**config.mk**
```make
export PLATFORM = sky130hd
export DESIGN_NAME = mdu_iter
export DESIGN_NICKNAME = d
export VERILOG_FILES = /design/src/rtl/mdu_iter.sv
export SDC_FILE = /design/constraint.sdc
export NUM_CORES = 1
export LEC_CHECK = 0
export ABC_AREA = 1
export CAP_MARGIN = 0
export CORE_MARGIN = 1
export CORE_UTILIZATION = 45
export DETAILED_ROUTE_END_ITERATION = 10
export PLACE_DENSITY = 0.63
export SYNTH_ARGS = -nofsm -noshare
export SYNTH_HDL_FRONTEND = slang
export SYNTH_SLANG_ARGS = --single-unit
```
**constraint.sdc**
```tcl
create_clock -name clk -period 10.45 [get_ports clk]
set_clock_uncertainty 0.1 [all_clocks]
set_input_delay 1.045 -clock clk [delete_from_list [all_inputs] [get_ports clk]]
set_output_delay 1.045 -clock clk [all_outputs]
set_load 0.005 [all_outputs]
```
**src/rtl/mdu_iter.sv**
```systemverilog
// Iterative multiply/divide unit with HI/LO result registers (radix-2, one bit per cycle).
// Optional build macro MDU_EARLY_TERM_EN: multiply leaves RUN once the remaining multiplier bits are zero.
module mdu_iter #(
  parameter int WIDTH = 32
) (
  input  logic             clk,
  input  logic             reset,
  input  logic             start,
  input  logic [2:0]       op,
  input  logic [WIDTH-1:0] a,
  input  logic [WIDTH-1:0] b,
  output logic [WIDTH-1:0] out,
  output logic             busy,
  output logic             done
);

  localparam int CW = $clog2(WIDTH);
  localparam logic [CW-1:0] LAST = CW'(WIDTH - 1);

  typedef enum logic [1:0] {IDLE, RUN, FIX} state_t;

  state_t               state;
  logic [WIDTH-1:0]     hi, lo;
  logic [CW-1:0]        cnt;
  logic                 is_div, sgn_a, sgn_b, b_zero;
  logic [2*WIDTH-1:0]   acc;
  logic [2*WIDTH-1:0]   mc;
  logic [WIDTH-1:0]     mq;

  function automatic logic [WIDTH-1:0] cond_neg(input logic s, input logic [WIDTH-1:0] x);
    return s ? (~x + 1'b1) : x;
  endfunction

  function automatic logic [2*WIDTH-1:0] cond_neg2(input logic s, input logic [2*WIDTH-1:0] x);
    return s ? (~x + 1'b1) : x;
  endfunction

  logic signed [WIDTH-1:0] a_sg, b_sg;
  logic                    sa_in, sb_in;
  logic [WIDTH-1:0]        mag_a, mag_b;

  assign a_sg  = a;
  assign b_sg  = b;
  assign sa_in = (op[0] == 1'b0) && (a_sg < 0);
  assign sb_in = (op[0] == 1'b0) && (b_sg < 0);
  assign mag_a = cond_neg(sa_in, a);
  assign mag_b = cond_neg(sb_in, b);

  // One iteration step: shift-add for multiply, trial subtraction for divide.
  logic [2*WIDTH-1:0] mul_acc_nx;
  logic [WIDTH:0]     div_shift;
  logic [WIDTH+1:0]   div_diff;
  logic               div_ok;
  logic [WIDTH-1:0]   rem_nx;
  logic               last_run;

  assign mul_acc_nx = acc + (mq[0] ? mc : '0);
  assign div_shift  = {acc[WIDTH-1:0], mq[WIDTH-1]};
  assign div_diff   = {1'b0, div_shift} - {2'b00, mc[WIDTH-1:0]};
  assign div_ok     = ~div_diff[WIDTH+1];
  assign rem_nx     = div_ok ? div_diff[WIDTH-1:0] : div_shift[WIDTH-1:0];

`ifdef MDU_EARLY_TERM_EN
  assign last_run = (cnt == LAST) || (!is_div && (mq[WIDTH-1:1] == '0));
`else
  assign last_run = (cnt == LAST);
`endif

  assign out = (op == 3'b110) ? hi : lo;

  always_ff @(posedge clk or posedge reset) begin
    if (reset) begin
      state  <= IDLE;
      hi     <= '0;
      lo     <= '0;
      cnt    <= '0;
      is_div <= 1'b0;
      sgn_a  <= 1'b0;
      sgn_b  <= 1'b0;
      b_zero <= 1'b0;
      acc    <= '0;
      mc     <= '0;
      mq     <= '0;
      busy   <= 1'b0;
      done   <= 1'b0;
    end else begin
      done <= 1'b0;
      case (state)
        IDLE: begin
          if (start) begin
            if (op == 3'b100) begin
              hi <= a;
            end else if (op == 3'b101) begin
              lo <= a;
            end else if (op[2] == 1'b0) begin
              state  <= RUN;
              busy   <= 1'b1;
              cnt    <= '0;
              is_div <= op[1];
              sgn_a  <= sa_in;
              sgn_b  <= sb_in;
              b_zero <= (b == '0);
              acc    <= '0;
              // Multiply walks b's magnitude; divide shifts a's magnitude out as quotient bits enter.
              mc     <= {{WIDTH{1'b0}}, (op[1] ? mag_b : mag_a)};
              mq     <= op[1] ? mag_a : mag_b;
            end
          end
        end
        RUN: begin
          if (is_div) begin
            acc <= {{WIDTH{1'b0}}, rem_nx};
            mq  <= {mq[WIDTH-2:0], div_ok};
          end else begin
            acc <= mul_acc_nx;
            mc  <= mc << 1;
            mq  <= mq >> 1;
          end
          cnt <= cnt + 1'b1;
          if (last_run) state <= FIX;
        end
        FIX: begin
          if (is_div) begin
            // A zero divisor leaves the dividend magnitude in the remainder, so HI comes out as a.
            lo <= b_zero ? '1 : cond_neg(sgn_a ^ sgn_b, mq);
            hi <= cond_neg(sgn_a, acc[WIDTH-1:0]);
          end else begin
            {hi, lo} <= cond_neg2(sgn_a ^ sgn_b, acc);
          end
          state <= IDLE;
          busy  <= 1'b0;
          done  <= 1'b1;
        end
        default: state <= IDLE;
      endcase
    end
  end

endmodule

```
==> impl_metrics.env <==
export IMPL_grt_max_degree=145
export IMPL_io_buffer_count=103
export IMPL_grt_antenna_before_repair=2
export IMPL_critPathKind="in -> out"
export IMPL_synth_area_top_cells="dfrtp_1 (23%), nand2_1 (19%), inv_1 (8.7%), nor2_1 (8.5%), nand3_1 (8.3%)"
export IMPL_grt_setup_unrepaired="false"
export IMPL_stdcell_count=5211
export IMPL_initial_utilization=0.4551
export IMPL_place_congestion=1.043
export IMPL_synth_most_common_cell="nand2_1"
export IMPL_hold_violations=0
export IMPL_p_per_area_nw_per_um2=363.2
export IMPL_cp_required_ns=9.31
export IMPL_status="finished, final reports clean"
export IMPL_cpPeakStageDelay_ns=0.86
export IMPL_synth_area_leader_cell="dfrtp_1"
export IMPL_first_iter_violations=3966
export IMPL_die_h_um=240.8
export IMPL_htreeDepth=1
export IMPL_period_minus_slack_ns=4.767
export IMPL_crit_chain="buf_2, buf_4, nand3_2, o21ai_0, clkdlybuf4s50_1"
export IMPL_timing_hold_ws_ns=0.3976
export IMPL_ys_seq_area_frac=0.2311
export IMPL_slowest_stage="nand3_2"
export IMPL_cts_resized=0
export IMPL_cp_end_kind="primary output"
export IMPL_wirelength_um=115600
export IMPL_nNetsFinal=4605
export IMPL_worst_slack_ns=5.683
export IMPL_netlist_area_sq_um=25660
export IMPL_layout_drive_gt1_share=0.03973
export IMPL_p_leak_nw=14.11
export IMPL_viasPerCell=5.786
export IMPL_grt_pass1_wl_um=169700
export IMPL_dp_hpwl_um=91900
export IMPL_synth_edff_count=0
export IMPL_synth_ff_type="dfrtp_1"
export IMPL_rows=87
export IMPL_core_area_sq_um=56390
export IMPL_routedWlPerCell_um=22.19
export IMPL_grt_overflow=0
export IMPL_diodes=0
export IMPL_num_vias=30151
export IMPL_path_clk_slew_ns=0.06
export IMPL_cts_buffers_inserted=29
export IMPL_clk_latency_ns=0.61
export IMPL_antenna_left=0
export IMPL_die_x_um=240.8
export IMPL_synthToLayoutAreaGrowth_pct=9.971
export IMPL_crit_fanout=64
export IMPL_ys_ff_latch=237
export IMPL_clk_path_buf_depth=3
export IMPL_cp_start_kind="input pin"
export IMPL_die_area_sq_um=57980
export IMPL_pre_cts_ws_ns=5.717
export IMPL_grt_usage=0.3940
export IMPL_drv_slew=0
export IMPL_syn_nets=4605
export IMPL_tns_ns=0
export IMPL_synthCells=4432
export IMPL_cts_root_buffer="clkbuf_16"
export IMPL_cts_tree="yes"
export IMPL_finalCritPeriodShare=0.4561
export IMPL_cts_sinks=237
export IMPL_ir_worst_vdd_uv=263.5
export IMPL_arrival_ns=3.62
export IMPL_fillers=6282
export IMPL_synth_common_cells="nand2_1 (1306), inv_1 (596), nor2_1 (581), nand3_1 (427), a21oi_1 (280)"
export IMPL_postCtsHoldBufs=0
export IMPL_setup_violations=0
export IMPL_cpLargestDelayFamily="buffers and inverters"
export IMPL_grt_pass1_vias=26788
export IMPL_yosysWarnings=0
export IMPL_postCtsSetupBuffers=0
export IMPL_tightestPinTransition_ns=1.200
export IMPL_avgSynthCellArea_sq_um=5.790
export IMPL_ios=104
export IMPL_synth_top_cell_area_share=0.2311
export IMPL_drc=0
export IMPL_cap_violations=0
export IMPL_hp_class="reg -> reg"
export IMPL_first_pass_iters=6
export IMPL_fmax_mhz=209.8
export IMPL_slew_headroom=0.1990
export IMPL_async_flop_share=1.000
export IMPL_place_inst=5157
export IMPL_ys_types=53
export IMPL_p_total_w=0.01025
export IMPL_cp_num_buf_inv=3
per-layer routing:
metal  GRT usage  vias to the layer above  part of all wire
li1            -                    14300                 -
met1      0.5848                    14053              0.45
met2      0.5534                     1613              0.40
met3     0.09436                      183              0.12
met4      0.1245                        2             0.035
met5           0                        -          0.000069
layout make-up:
type                    instances  area (sq um)  share of cell area
clock buffers                  33         760.7             0.02696
inverters                     607          2292             0.08123
well taps                     756         945.9             0.03352
clock inverters                21         279.0            0.009887
multi-input cells            3431         16800              0.5952
flip-flops and latches        237          5933              0.2103
repair buffers                126          1211             0.04292
kinds of logic after synthesis:
kind of cell	synth area share
adder cells (fa/ha/maj)	0.05081
flip-flops	0.2311
XOR/XNOR	0.03072
buffers and inverters	0.1155
multiplexers	0.01053
AO/OA/AOI/OAI	0.1559
AND/OR/NAND/NOR	0.4055
flip-flops by register name, summed over array words and instances (netlist names), 2 cells and up:
name	flops
mc	64
acc	64
lo	32
cnt	5
hi	32
mq	32
state	2
placed cells by master (no fill, tap or decap), types with 11 or more instances in the layout:
master | synthesis | layout
nand2_1 | 1306 | 1306
inv_1 | 596 | 594
nor2_1 | 581 | 579
nand3_1 | 427 | 426
a21oi_1 | 280 | 279
o21ai_0 | 272 | 272
dfrtp_1 | 237 | 235
clkdlybuf4s50_1 | 0 | 102
ha_1 | 101 | 101
xor2_1 | 75 | 75
nand4_1 | 58 | 58
o211ai_1 | 47 | 47
o22ai_1 | 42 | 42
nor3_1 | 33 | 33
clkbuf_16 | 0 | 29
mux2_2 | 24 | 24
buf_4 | 2 | 22
nand3b_1 | 18 | 18
nor2_2 | 14 | 16
a31oi_1 | 15 | 15
xnor2_1 | 15 | 15
nand2_2 | 14 | 13
a22oi_1 | 12 | 12
o21ai_1 | 12 | 11
o21bai_1 | 11 | 11
through the flow:
stage / util / instance area [sq um]
6_report: 0.5005 / 28220
3_5_place_dp: 0.4820 / 27180
5_1_grt: 0.5005 / 28220
4_1_cts: 0.5005 / 28220
2_1_floorplan: - / 25660
3_3_place_gp: 0.4820 / 27180
tightest hold or removal path: stages (launching register included):
cell	delay, ns
dfrtp_1	0.35
nand2_1	0.06
nand2_1	0.06
power by group:
part           internal (W)  switching, W  total, W
registers           0.00136      0.000751   0.00211
logic               0.00221       0.00479   0.00701
clock network      0.000673      0.000466   0.00114
total               0.00424       0.00601    0.0103
path summary, 6_finish.rpt:
check / start / to / slack, ns / cells past startpoint
worst max register to register: sgn_a / lo[20] / 6.41 / 12
worst max-delay path: op[1] / out[17] / 5.68 / 5
max in group asynchronous: reset / is_div / 7.95 / 3
worst min-delay path: busy / busy / 0.40 / 2
worst min register to register: busy / busy / 0.40 / 2
min in group asynchronous: reset / mc[50] / 0.81 / 2
Power figures use the tool's default switching activity.
